$ cat config.mk
export PLATFORM = sky130hd
export DESIGN_NAME = uart_tx_arbiter
export DESIGN_NICKNAME = d
export VERILOG_FILES = /design/src/rtl/uart_arb_pkg.sv /design/src/rtl/uart_tx_arbiter_rr_pick.sv /design/src/rtl/uart_tx_arbiter.sv
export SDC_FILE = /design/constraint.sdc
export NUM_CORES = 1
export LEC_CHECK = 0
export CAP_MARGIN = 20
export CORE_ASPECT_RATIO = 1.5
export CORE_UTILIZATION = 44
export DETAILED_ROUTE_END_ITERATION = 7
export GPL_TIMING_DRIVEN = 0
export PLACE_DENSITY = 0.75
export SYNTH_ARGS = -nofsm -noshare
export SYNTH_HDL_FRONTEND = slang
export SYNTH_HIERARCHICAL = 1
export SYNTH_SLANG_ARGS = --single-unit
export TNS_END_PERCENT = 1
$ cat constraint.sdc
create_clock -name clk -period 1.55 [get_ports clk]
set_input_delay 0.2325 -clock clk [delete_from_list [all_inputs] [get_ports clk]]
set_output_delay 0.2325 -clock clk [all_outputs]
set_load 0.1 [all_outputs]
$ cat src/rtl/uart_arb_pkg.sv
// Shared types, constants and the round-robin search used by the UART TX arbiter.
package uart_arb_pkg;

    typedef enum logic {
        IDLE   = 1'b0,
        LOCKED = 1'b1
    } arb_state_t;

    localparam int BURST_W = 8;
    localparam int MAX_REQ = 8;

    // First set bit of valid at or after ptr, wrapping modulo n; returns ptr when none is set.
    function automatic int next_rr(input int ptr, input logic [MAX_REQ-1:0] valid, input int n);
        int pick;
        int idx;
        pick = ptr;
        for (int k = MAX_REQ - 1; k >= 0; k--) begin
            if (k < n) begin
                idx = ptr + k;
                if (idx >= n) idx = idx - n;
                if (valid[idx[2:0]]) pick = idx;
            end
        end
        return pick;
    endfunction

endpackage

$ cat src/rtl/uart_tx_arbiter_rr_pick.sv
// Combinational round-robin winner select: first valid requester at or after the pointer.
module rr_pick
    import uart_arb_pkg::*;
#(
    parameter int N = 2,
    localparam int IW = (N > 1) ? $clog2(N) : 1
) (
    input  logic [N-1:0]  valid,
    input  logic [IW-1:0] ptr,
    output logic [IW-1:0] idx,
    output logic          any
);

    logic [MAX_REQ-1:0] valid_ext;

    always_comb begin
        valid_ext        = '0;
        valid_ext[N-1:0] = valid;
        idx              = IW'(next_rr(int'(ptr), valid_ext, N));
        any              = |valid;
    end

endmodule

$ cat src/rtl/uart_tx_arbiter.sv
// Round-robin arbiter sharing the uart_top TX FIFO write port among N_REQ byte sources.
// Define UART_ARB_PRIO_EN to give requester 0 strict priority at every arbitration point.
module uart_tx_arbiter
    import uart_arb_pkg::*;
#(
    parameter int N_REQ        = 2,
    parameter int MAX_BURST    = 16,
    parameter int IDLE_TIMEOUT = 64,
    localparam int IW = $clog2(N_REQ)
) (
    input  logic               clk,
    input  logic               reset,
    input  logic [N_REQ-1:0]   req_valid,
    input  logic [8*N_REQ-1:0] req_data,
    input  logic [N_REQ-1:0]   req_last,
    output logic [N_REQ-1:0]   req_ready,
    output logic               wr_uart,
    output logic [7:0]         w_data,
    input  logic               tx_full,
    output logic [IW-1:0]      grant_id,
    output logic               busy,
    output arb_state_t         dbg_state
);

    // Handshake: a byte moves when req_valid[i] & req_ready[i] at a rising edge; a requester
    // holds valid, data and last stable until that edge, and ready never depends on valid.

    localparam int TW = $clog2(IDLE_TIMEOUT + 1);

    arb_state_t         state_q, state_d;
    logic [IW-1:0]      grant_q, grant_d;
    logic [IW-1:0]      rr_ptr_q, rr_ptr_d;
    logic [BURST_W-1:0] burst_q, burst_d;
    logic [TW-1:0]      idle_q, idle_d;
    logic               wr_uart_q, wr_uart_d;
    logic [7:0]         w_data_q, w_data_d;

    logic [N_REQ-1:0]   pick_valid;
    logic [IW-1:0]      pick_idx;
    logic               pick_any;
    logic [IW-1:0]      win_idx;
    logic               lock_req;

    logic               sel_valid;
    logic               sel_last;
    logic [7:0]         sel_data;
    logic               can_send;
    logic               accept;
    logic               burst_done;
    logic               timed_out;
    logic               release_grant;
    logic [IW-1:0]      grant_next;

`ifdef UART_ARB_PRIO_EN
    // Requester 0 bypasses the rotation; the rest share the pointer among themselves.
    localparam logic [N_REQ-1:0] REQ0_MASK = N_REQ'(1);
    assign pick_valid = req_valid & ~REQ0_MASK;
    assign win_idx    = req_valid[0] ? '0 : pick_idx;
    assign lock_req   = req_valid[0] | pick_any;
`else
    assign pick_valid = req_valid;
    assign win_idx    = pick_idx;
    assign lock_req   = pick_any;
`endif

    rr_pick #(.N(N_REQ)) u_rr_pick (
        .valid (pick_valid),
        .ptr   (rr_ptr_q),
        .idx   (pick_idx),
        .any   (pick_any)
    );

    always_comb begin
        sel_valid = 1'b0;
        sel_last  = 1'b0;
        sel_data  = '0;
        for (int i = 0; i < N_REQ; i++) begin
            if (grant_q == IW'(i)) begin
                sel_valid = req_valid[i];
                sel_last  = req_last[i];
                sel_data  = req_data[8*i +: 8];
            end
        end
    end

    // The gap cycle after each accept lets tx_full reflect that write before the next byte.
    always_comb begin
        can_send  = (state_q == LOCKED) && !tx_full && !wr_uart_q;
        req_ready = '0;
        for (int i = 0; i < N_REQ; i++) begin
            req_ready[i] = can_send && (grant_q == IW'(i));
        end
    end

    always_comb begin
        state_d   = state_q;
        grant_d   = grant_q;
        rr_ptr_d  = rr_ptr_q;
        burst_d   = burst_q;
        idle_d    = idle_q;
        wr_uart_d = 1'b0;
        w_data_d  = w_data_q;

        accept        = can_send && sel_valid;
        burst_done    = accept && ((burst_q + BURST_W'(1)) == BURST_W'(MAX_BURST));
        timed_out     = (state_q == LOCKED) && !sel_valid && (idle_q == TW'(IDLE_TIMEOUT - 1));
        release_grant = (accept && sel_last) || burst_done || timed_out;
        grant_next    = (grant_q == IW'(N_REQ - 1)) ? '0 : grant_q + IW'(1);

        case (state_q)
            IDLE: begin
                if (lock_req) begin
                    state_d = LOCKED;
                    grant_d = win_idx;
                    burst_d = '0;
                    idle_d  = '0;
                end
            end
            LOCKED: begin
                if (accept) begin
                    wr_uart_d = 1'b1;
                    w_data_d  = sel_data;
                    burst_d   = burst_q + BURST_W'(1);
                end
                // A valid byte held back by tx_full or the write gap is not idleness.
                if (sel_valid) begin
                    idle_d = '0;
                end else begin
                    idle_d = idle_q + TW'(1);
                end
                if (release_grant) begin
                    state_d  = IDLE;
                    rr_ptr_d = grant_next;
                end
            end
            default: state_d = IDLE;
        endcase
    end

    always_ff @(posedge clk or negedge reset) begin
        if (!reset) begin
            state_q   <= IDLE;
            grant_q   <= '0;
            rr_ptr_q  <= '0;
            burst_q   <= '0;
            idle_q    <= '0;
            wr_uart_q <= 1'b0;
            w_data_q  <= '0;
        end else begin
            state_q   <= state_d;
            grant_q   <= grant_d;
            rr_ptr_q  <= rr_ptr_d;
            burst_q   <= burst_d;
            idle_q    <= idle_d;
            wr_uart_q <= wr_uart_d;
            w_data_q  <= w_data_d;
        end
    end

    assign wr_uart   = wr_uart_q;
    assign w_data    = w_data_q;
    assign grant_id  = grant_q;
    assign busy      = (state_q == LOCKED);
    assign dbg_state = state_q;

endmodule

# Word level (Yosys, flattened, before mapping)
# Cells that the tools add are included.
[totals]
ff_bits = 27
latch_bits = 0
mem_bits_rw = 0
rom_bits = 0
inputBits = 23
output_inout_bits = 14
word_cells = 65
mem_count = 0
[op_classes]
addsub = 6
n_mul = 0
div = 0
n_lt_le_gt_ge = 4
eq_ne = 4
shift = 0
n_mux = 23
n_bitwise = 2
reduce_logical = 19
[ops]
columns = ["cell", "count"]
rows = [
  ["$ge 32x3->1 const B", 1],
  ["$mux 8", 3],
  ["$pmux 8 s2", 1],
  ["$mux 7", 2],
  ["$pmux 7 s2", 1],
  ["$mux 1", 11],
  ["$logic_and 1x1->1", 9],
  ["$add 8x1->8 const B", 1],
  ["$eq 8x5->1 const B", 1],
  ["$lt 3x4->1 const B", 2],
  ["$reduce_and 2->1", 4],
  ["$add 7x1->7 const B", 1],
  ["$eq 7x6->1 const B", 1],
  ["$bmux 1 s3", 2],
  ["$mux 3", 2],
  ["$logic_not 1->1", 3],
  ["$sub 1x2->3 const B", 1],
  ["$sub 2x2->3 const B", 1],
  ["$add 1x1->2 const B", 1],
  ["$ge 1x2->1 const B", 1],
  ["$logic_or 1x1->1", 2],
  ["$ne 2x1->1 const B", 1],
  ["$ne 2x2->1 const B", 1],
  ["$not 1->1", 2],
  ["other kinds (3)", 3],
]

# Longest topological paths before layout
# Gate-level depths: netlist of run 1.
[depth]
depth_word = 9
ltp_mapped = 8

# Cells and area by module
# The synthesis of run 1 kept the hierarchy.
[modules_own_cells]
columns = ["module", "n_inst", "cells_each", "area_per_inst_um2"]
rows = [
  ["uart_tx_arbiter", 1, 159, 1477.7],
  ["rr_pick", 1, 3, 21.3],
]

# Least setup slack after synthesis of run 1
# Ideal clock, no wire load.
[synth_timing]
kind = "reg2out"
from = "register grant_q, in the netlist grant_id"
to = "output req_ready[1]"
t_arrival_ns = 2.992
setup_slack_ns = -1.674
stages_incl_launch_ff = 5
path_cell_list = "dfrtp_1 buf_2 buf_1 inv_1 nor2_1"
[synth_via]
elab_chain_cells = 1
[synth_lines]
columns = ["element", "line_no", "rtl"]
rows = [
  ["start, declared", "uart_tx_arbiter.sv:31", "logic [IW-1:0] grant_q, grant_d;"],
  ["start signal, assigned", "uart_tx_arbiter.sv:151", "grant_q <= grant_d;"],
  ["$logic_and 1x1->1", "uart_tx_arbiter.sv:91", "req_ready[i] = can_send && (grant_q == IW'(i));"],
  ["end, declared", "uart_tx_arbiter.sv:16", "output logic [N_REQ-1:0] req_ready,"],
]
# Every way passes these cells.

# Worst setup path after layout of run 1
[layout_timing]
from = "register wr_uart_q, in the netlist wr_uart"
to = "output req_ready[0]"
[layout_via]
elab_chain_cells = 3
[layout_lines]
columns = ["element", "line_no", "rtl"]
rows = [
  ["start, declared", "uart_tx_arbiter.sv:35", "logic wr_uart_q, wr_uart_d;"],
  ["start signal, assigned", "uart_tx_arbiter.sv:155", "wr_uart_q <= wr_uart_d;"],
  ["$logic_not 1->1", "uart_tx_arbiter.sv:88", "can_send = (state_q == LOCKED) && !tx_full && !wr_uart_q;"],
  ["$logic_and 1x1->1", "uart_tx_arbiter.sv:88", ""],
  ["$logic_and 1x1->1", "uart_tx_arbiter.sv:91", ""],
]
# Every way passes these cells.

==> metrics.cfg, run 1 <==
[critical_path]
max_stage_delay_ps = 480
cp_data_arrival_time_ps = 1620
r2r_cells = 7
path_buf_inv = 2
cp.required_ps = 1320
crit_chain = or3b_4 > buf_4 > nor2_4 > buf_12
cp_top_family = simple AND/OR/NAND/NOR gates
startpoint_type = flip-flop
slowest_stage = dfrtp_4
rrSetupSlack_ps = -290
r2r-start = wr_uart
cp_max_fo = 3
path_class = reg2out
end_kind = output port
reg2reg_to = rr_ptr_q

[floorplan]
fp.dieArea_um2 = 3650
dieHeight_um = 73.5
num_io_pins = 37
coreArea_um2 = 3190
placementRows = 25
fp.dieW_um = 49.7
initial_core_util_pct = 47.0

[power_and_ir_drop]
p_switching_uw = 2140
p_int_uw = 1870
p_clk_share_pct = 9.9
swShare_pct = 53.3
leakagePower_uw = 0.000953
peakVddDrop_uv = 1200
power.density_nw_per_um2 = 1820
p_comb_share_pct = 63.7
pwr-share-seq_pct = 26.5

[clock_tree]
tritoncts = yes
clkLatencyLatePin_ps = 270
clock_sinks = 27
clk_path_buf_depth = 2
numCtsBuffers = 3
cts_hold_buf = 0
root_buffer = clkbuf_8
path_clk_slew_ps = 90
htreeDepth = 1

[synth]
synth_compound_area_share_pct = 16.8
synth_fa_ha_area_share_pct = 3.26
syn-num-nets = 188
synth_xor_xnor_area_share_pct = 2.34
synth_cell_types = 40
ys_warn_count = 6
netlist_area_um2 = 1500
synth_ff_type = dfrtp_1
netlist_instances = 162
synth-seq-cells = 27
synth_simple_gate_area_share_pct = 19.8
synthMuxAreaShare_pct = 8.26
synthArstFlopShare_pct = 100
seq_area_frac_synth_pct = 45.1
synth-edff-count = 0
avgSynthCellArea_um2 = 9.25
synth_top_family_by_area = simple AND/OR/NAND/NOR gates

[drt]
viasPerCell = 5.63
drtIter0Drc = 53
vias = 1440
drc = 0
wl_per_cell_um = 16.1
wirelength_mm = 4.13
ant_nets = 0
firstDrtPassIters = 4

[timing]
rsz0062_at_grt = yes
setup_viol = 21
final_hold_viol_count = 0
finalMaxSlewViolations = 0
setup_tns_ps = -4500
postLayoutSetupSlackWorst_ps = -300
min_period_over_period_pct = 119
finClkSkew_ps = 3.67
whs_ps = 354
fin_crit_ps = 1850
slew_headroom_pct = 36.7
tightest_slew_ps = 953
fmax_mhz = 541

[cells_and_area]
fin_nets = 243
nFillCells = 260
fin_cells = 256
layout-drive-gt1-share_pct = 31.0
area_delta_synth_final_pct = 47.3
seqCellArea_um2 = 694
layout_common_cells = clkdlybuf4s50_1, nand2_1, dfrtp_1
layout_commonest_cell = clkdlybuf4s50_1
multiInputGateArea_um2 = 821
n_antenna_cell = 0

[global_route]
antenna_found_initial = 0
grt.total_usage_pct = 22.7
met3_usage_pct = 3.73
grt_pass1_wl_mm = 6.25
gr-max-usage-layer = met2
grt_overflow_total = 0
grt_pass1_vias = 1419
use_met1_pct = 24.8
grt_max_degree = 15
use_met2_pct = 40.7

[placed_design]
detailed_place_hpwl_mm = 2.75
routabilityCongestion = 0.816
dp_cells = 239
port_buffers = 36

[outcome]
violations = negative setup slack
outcome = finished, violations left

[job]
maxCapViolCount = 0

[worst_hold_path]
hp-class = in2async

[cell families (layout without fill, tap and decap cells)]
group / after synthesis / after routing
AND/OR/NAND/NOR: 61 / 61
AO/OA/AOI/OAI: 42 / 42
flip-flops: 27 / 27
buffers and inverters: 13 / 67
multiplexers: 11 / 11
adder cells (fa/ha/maj): 4 / 4
XOR/XNOR: 4 / 4
[timing repair]
| item | CTS | global route |
|---|---|---|
| buffers inserted | 2 | 10 |
| hold endpoints to repair | 0 | 0 |
| pin swaps | 7 | 6 |
| gates cloned | 1 | 0 |
| setup endpoints to repair | 37 | 26 |
| resized for setup | 72 | 20 |
[per-layer routing]
metal	share of wire, %	routed length [um]
met1	39	1590
met2	55	2270
met3	3.9	160
met4	2.7	110
met5	0	0
[synth_stat cells, types with 2 or more instances]
cell type   n  area, um2
xnor2_1     2       17.5
ha_1        3       37.5
clkbuf_1    2       7.51
mux2i_1     9       90.1
nand2_1    20       75.1
o21ai_0    28        140
dfrtp_1    27        676
xor2_1      2       17.5
inv_1       5       18.8
nand4_1     3       18.8
o31ai_1     2       15.0
and3_1      3       18.8
buf_2       2       10.0
nand3_1    12       60.1
a31oi_1     2       12.5
a21oi_1     2       10.0
and2_1      4       25.0
nor2_1     12       45.0
[cell type report]
| class | count | share of cell area [%] |
|---|---|---|
| clock buffers | 4 | 2.04 |
| flip-flops and latches | 27 | 31.4 |
| repair buffers | 50 | 23.1 |
| inverters | 6 | 1.59 |
| plain buffers | 7 | 2.44 |
| well taps | 40 | 2.27 |
| multi-input cells | 122 | 37.2 |
[worst register-to-register path, delay by kind of cell, from the launching register on]
kind	cells	cell delay (ps)
and+or+nand+nor	2	680
DFF	1	480
AOI/OAI and AO/OA	3	410
buffers and inverters	2	220
[per-stage QoR]
step | util, % | total power (uW) | area [um2] | setup WS [ps]
global route | 69.2 | 4190 | 2210 | -365
floorplan | - | 2800 | 1530 | -493
detailed placement | 61.3 | 3370 | 1950 | -1030
CTS | 65.0 | 3850 | 2070 | -296
global placement | 60.8 | 3300 | 1940 | -1020
finish | 69.2 | 4020 | 2210 | -300
[power by group through the flow]
stage | clock [uW] | sequential, uW | combinational, uW
2_1_floorplan | 0 | 1960 | 836
3_3_place_gp | 0 | 1060 | 2240
5_1_grt | 425 | 1090 | 2670
3_5_place_dp | 0 | 1070 | 2300
6_report | 396 | 1060 | 2560
4_1_cts | 395 | 1060 | 2390
[how the worst max path moves through the flow]
stage,startpoint,end,depth (start not counted)
3_3_place_gp,tx_full,req_ready[0],4
5_1_grt,burst_q[0],busy,6
3_5_place_dp,tx_full,req_ready[0],4
2_1_floorplan,busy,rr_ptr_q,5
6_report,wr_uart,req_ready[0],4
4_1_cts,wr_uart,rr_ptr_q,7
[sequential cells by signal (all words and copies together), names as in the netlist]
name / flops
w_data: 8
rr_ptr_q: 1
busy: 1
grant_id: 1
burst_q: 8
wr_uart: 1
idle_q: 7
Power figures use the tool's default switching activity.
==> inputs of run 2 (changes only) <==
--- a/config.mk
+++ b/config.mk
@@ -10,7 +10,7 @@
 export CORE_UTILIZATION = 44
 export DETAILED_ROUTE_END_ITERATION = 7
 export GPL_TIMING_DRIVEN = 0
-export PLACE_DENSITY = 0.75
+export PLACE_DENSITY = 0.86
 export SYNTH_ARGS = -nofsm -noshare
 export SYNTH_HDL_FRONTEND = slang
 export SYNTH_HIERARCHICAL = 1
==> run 2 against run 1 <==
The run still ends with negative setup slack left. Clock-buffer cell count unchanged. Die area did not move. Sequential power about the same. Utilization decreased by 1.6 points. Power decreased by 2.5%. Clock skew rose by 0.85 ps. First-iteration DRC count down 34%. Worst hold slack lost 47 ps. Sequential share of layout area rose by 0.63 points. Wire length down 15%. Critical path type is now reg2reg. Largest power group unchanged.
==> metrics.cfg, run 2 (synthesis gave the netlist of run 1 again) <==
[cells_and_area]
seqCellArea_um2 = 692  ; -0.36%
fin_nets = 238  ; -2.1%
n_antenna_cell = 0  ; unchanged
layout_commonest_cell = clkdlybuf4s50_1
multiInputGateArea_um2 = 800  ; -2.6%
area_delta_synth_final_pct = 43.9
layout-drive-gt1-share_pct = 26.5  ; -4.5 points
final_area_um2 = 2160  ; -2.3%
layout_common_cells = clkdlybuf4s50_1, dfrtp_1, nand2_1
nFillCells = 259  ; -0.38%

[floorplan]
coreArea_um2 = 3190  ; unchanged
initial_core_util_pct = 47.0  ; unchanged
dieHeight_um = 73.5  ; unchanged
fp.dieW_um = 49.7  ; unchanged
placementRows = 25  ; unchanged
num_io_pins = 37  ; unchanged
fp.dieArea_um2 = 3650  ; unchanged

[placed_design]
dp_slack_ps = -1020  ; +9.23 ps
detailed_place_hpwl_mm = 2.42  ; -12%
routabilityCongestion = 0.822  ; +0.77%
port_buffers = 36  ; unchanged
placed_area_um2 = 1970  ; +0.64%

[clock_tree]
tritoncts = yes
cts_hold_buf = 0  ; unchanged
path_clk_slew_ps = 90  ; about the same
clk_path_buf_depth = 2  ; unchanged
htreeDepth = 1  ; unchanged
root_buffer = clkbuf_8
clkLatencyLatePin_ps = 270  ; about the same
clock_sinks = 27  ; unchanged
numCtsBuffers = 3  ; unchanged

[outcome]
violations = negative setup slack
outcome = finished, violations left

[power_and_ir_drop]
peakVddDrop_uv = 2040  ; +70%
leakagePower_uw = 0.000932  ; -2.1%
power.density_nw_per_um2 = 1810  ; -0.21%

[drt]
ant_nets = 0  ; unchanged
drtIter0Drc = 35  ; -34%
viasPerCell = 5.49  ; -2.5%
drc = 0  ; unchanged
vias = 1377  ; -4.4%
wirelength_mm = 3.50  ; -15%
wl_per_cell_um = 13.9  ; -14%
firstDrtPassIters = 4  ; unchanged

[global_route]
grt_pass1_vias = 1333  ; -6.1%
grt_pass1_wl_mm = 5.90  ; -5.6%
antenna_found_initial = 0  ; unchanged
grt_max_degree = 20  ; +5
grt_overflow_total = 0  ; unchanged
grt.total_usage_pct = 20.9  ; -1.8 points

[timing]
slew_headroom_pct = 37.2  ; +0.46 points
fmax_mhz = 545  ; +0.77%
finalMaxSlewViolations = 0  ; unchanged
finClkSkew_ps = 4.52  ; +0.849 ps
min_period_over_period_pct = 118  ; -0.91 points
tightest_slew_ps = 946  ; -6.90 ps
fin_crit_ps = 1840  ; -14.1 ps
rsz0062_at_grt = yes
setup_viol = 22  ; +4.8%
final_hold_viol_count = 0  ; unchanged
postLayoutSetupSlackWorst_ps = -286  ; +14.1 ps

[critical_path]
end_kind = flip-flop
cp_num_cells = 7  ; +3
path_class = reg2reg
crit_start = wr_uart
rrSetupSlack_ps = -290  ; about the same
cp_max_fo = 7  ; +4
cp.required_ps = 1740  ; +420 ps
r2r-start = wr_uart
startpoint_type = flip-flop
crit_path_end = rr_ptr_q
max_stage_delay_ps = 480  ; about the same
cp_data_arrival_time_ps = 2030  ; +410 ps
r2r_cells = 7  ; unchanged
cp_top_family = simple AND/OR/NAND/NOR gates
reg2reg_to = rr_ptr_q
slowest_stage = dfrtp_4
crit_chain = or3b_4 > or2_1 > buf_6 > clkinv_8 > a21boi_2 > o31a_1 > o211ai_2
path_buf_inv = 2  ; unchanged

[job]
maxCapViolCount = 0  ; unchanged

[worst_hold_path]
hp-class = in2async

## run 2: changes by cell type in the layout (fill, tap and decap cells not counted), sizes merged
cell    change
buf         -4
clkbuf      -1
## run 2: worst min-delay path by stage
stage / depth (start not counted) / slack, ps / startpoint / end
final: 1 / 310 / reset / idle_q[4]
after global routing: 1 / 320 / reset / idle_q[6]
after CTS: 1 / 310 / reset / idle_q[6]
after detailed placement: 2 / 470 / w_data[1] / w_data[1]
after global placement: 2 / 460 / w_data[3] / w_data[3]
after floorplan: 0 / -60 / reset / burst_q[0]
## run 2: where the power goes
group / total, uW / leakage [uW] / internal [uW] / switching, uW
Sequential: 1070 / 0.000340 / 915 / 157
Combinational: 2450 / 0.000570 / 742 / 1700
Clock: 397 / 0.0000228 / 184 / 214
## run 2: final cells by class
cell class,instances,share of cell area [%]
clock buffer,4,2.09
inverter,6,1.62
timing repair buffer,45,22.1
tap,40,2.32
buffer,7,2.73
sequential,27,32.1
multi-input combinational,122,37.1
## run 2: per-layer routing
layer | vias to the layer above | track usage [%] | wire, um
li1 | 671 | - | -
met1 | 656 | 24.6 | 1450
met2 | 43 | 37.5 | 1860
met3 | 7 | 2.90 | 143
met4 | 0 | 8.89 | 48
met5 | - | 0 | 0
## run 2: timing repair
item                                    CTS  global route
cloned                                    0             0
endpoints found under the setup margin   35            26
hold endpoints to repair                  0             0
setup buffers                             5             3
pin swaps                                 5             7
gates resized for setup                  66            19
## run 2: stage by stage
stage	setup TNS [ps]	hold WS, ps	total power, uW	util (%)	std cells
after floorplan	-7100	-63.1	2800	-	162
after global placement	-17600	462	3300	60.8	238
after detailed placement	-13260	472	3350	61.6	239
after CTS	-4560	314	3850	65.9	248
after global routing	-4520	320	4110	67.6	251
final	-3450	307	3910	67.6	251
==> inputs of run 3 (changes only) <==
--- a/config.mk
+++ b/config.mk
@@ -7,10 +7,10 @@
 export LEC_CHECK = 0
 export CAP_MARGIN = 20
 export CORE_ASPECT_RATIO = 1.5
-export CORE_UTILIZATION = 44
+export CORE_UTILIZATION = 45
 export DETAILED_ROUTE_END_ITERATION = 7
 export GPL_TIMING_DRIVEN = 0
-export PLACE_DENSITY = 0.86
+export PLACE_DENSITY = 0.85
 export SYNTH_ARGS = -nofsm -noshare
 export SYNTH_HDL_FRONTEND = slang
 export SYNTH_HIERARCHICAL = 1
==> constraint.sdc (replaced) <==
create_clock -name clk -period 2.05 [get_ports clk]
set_input_delay 0.3075 -clock clk [delete_from_list [all_inputs] [get_ports clk]]
set_output_delay 0.3075 -clock clk [all_outputs]
set_load 0.1 [all_outputs]
==> run 3 against run 2 <==
Highest routed layer unchanged. Worst hold slack better by 66 ps. Cell area down 6.8%. Cell count down 2.4%. The run now ends clean. Wire length down 3.4%. Clock power down 24%. Die area down 2.1%.
==> metrics.cfg, run 3 (synthesis gave the netlist of run 1 again) <==
[worst_hold_path]
hp-class = in2async

[placed_design]
port_buffers = 36  ; unchanged
detailed_place_hpwl_mm = 2.56  ; +5.9%
routabilityCongestion = 0.829  ; +0.85%

[timing]
tightest_slew_ps = 988  ; +42.4 ps
slew_headroom_pct = 34.4  ; -2.8 points
fmax_mhz = 513
finClkSkew_ps = 2.72  ; -1.80 ps
final_hold_viol_count = 0  ; unchanged
whs_ps = 373  ; +65.8 ps
finalMaxSlewViolations = 0  ; unchanged
min_period_over_period_pct = 95.0
setup_viol = 0  ; -100%
rsz0062_at_grt = no
fin_crit_ps = 1950

[drt]
wirelength_mm = 3.38  ; -3.4%
vias = 1328  ; -3.6%
wl_per_cell_um = 13.8  ; -1.0%
viasPerCell = 5.42  ; -1.2%
firstDrtPassIters = 4  ; unchanged
drc = 0  ; unchanged
ant_nets = 0  ; unchanged
drtIter0Drc = 24  ; -31%

[cells_and_area]
layout_commonest_cell = o21ai_0
fin_util_pct = 63.6  ; -4.0 points
area_delta_synth_final_pct = 34.1
n_antenna_cell = 0  ; unchanged
layout-drive-gt1-share_pct = 14.1  ; -12 points
nFillCells = 265  ; +2.3%
layout_common_cells = o21ai_0, dfrtp_1, clkdlybuf4s50_1
fin_nets = 232  ; -2.5%

[floorplan]
placementRows = 25  ; unchanged
fp.dieW_um = 49.1  ; -1.1%
coreArea_um2 = 3160  ; -0.98%
dieHeight_um = 72.7  ; -1.1%
num_io_pins = 37  ; unchanged
fp.dieArea_um2 = 3570  ; -2.1%
initial_core_util_pct = 47.4  ; +0.47 points

[critical_path]
path_class = reg2out
cp.required_ps = 1740  ; about the same
startpoint_type = flip-flop
max_stage_delay_ps = 830  ; +350 ps
slowest_stage = dlygate4sd2_1
cp_data_arrival_time_ps = 1640  ; -390 ps
cp_max_fo = 5  ; -2
crit_chain = buf_4 > dlygate4sd2_1
end_kind = output port

[clock_tree]
path_clk_slew_ps = 90  ; about the same
clock_sinks = 27  ; unchanged
tritoncts = yes
clkLatencyLatePin_ps = 270  ; about the same
htreeDepth = 1  ; unchanged
numCtsBuffers = 3  ; unchanged
clk_path_buf_depth = 2  ; unchanged
root_buffer = clkbuf_8
cts_hold_buf = 0  ; unchanged

[global_route]
antenna_found_initial = 0  ; unchanged
grt_max_degree = 20  ; unchanged
grt_overflow_total = 0  ; unchanged
grt.total_usage_pct = 20.8  ; -0.11 points
grt_pass1_wl_mm = 5.73  ; -2.8%
grt_pass1_vias = 1261  ; -5.4%

[power_and_ir_drop]
peakVddDrop_uv = 1170  ; -42%
leakagePower_uw = 0.000896  ; -3.9%
power.density_nw_per_um2 = 1370  ; -24%
power.total_uw = 2760  ; -29%

[job]
maxCapViolCount = 0  ; unchanged

[outcome]
outcome = finished clean

[run 3: changes by cell type in the layout (fill, tap and decap cells not counted), sizes merged]
cell	change
clkdlybuf4s15	-10
buf	-9
dlygate4sd2	+11
clkbuf	+2
[run 3: layout make-up]
class	count	area (um2)	area share, %
timing repair buffer	39	383	19.1
multi-input combinational	122	773	38.5
sequential	27	687	34.2
tap	40	50.0	2.49
inverter	6	27.5	1.37
buffer	7	43.8	2.18
clock buffer	4	45.0	2.24
[run 3: critical path, delay by kind of cell (launching register included)]
family / cells / cell delay, ps
buf+inv: 2 / 930
flops: 1 / 430
[run 3: path summary, 6_finish.rpt]
kind                       startpoint    endpoint  slack, ps  cells past startpoint
setup / recovery                 busy   dbg_state        100                      2
hold / removal                  reset   w_data[4]        370                      1
setup reg to reg             grant_id  burst_q[3]        160                      8
hold reg to reg             w_data[7]   w_data[7]        480                      2
max in group asynchronous       reset     wr_uart       1180                      2
min in group clk            w_data[7]   w_data[7]        480                      2
[run 3: where the power goes]
group / total, uW / internal (uW) / switching [uW]
clock network: 301 / 139 / 162
logic: 1660 / 421 / 1240
registers: 800 / 687 / 114
[run 3: timing repair]
item,in CTS,in global routing
resized for setup,24,2
gates cloned,0,0
setup buffers,0,2
endpoints found under the hold margin,0,0
setup endpoints to repair,14,5
[run 3: layer usage]
layer | track usage (%) | routed length, um | up-vias
li1 | - | - | 655
met1 | 25.5 | 1410 | 646
met2 | 37.0 | 1850 | 21
met3 | 1.88 | 63 | 6
met4 | 8.82 | 58 | 0
met5 | 0 | 0 | -
[run 3: per-stage QoR]
step	setup TNS, ps	area [um2]	instances	setup slack [ps]
2_1_floorplan	-39.5	1530	162	-39.5
3_3_place_gp	-2650	1940	238	-743
3_5_place_dp	-2850	1960	239	-738
4_1_cts	0	1990	243	29.7
5_1_grt	0	2010	245	0.805
6_report	0	2010	245	102
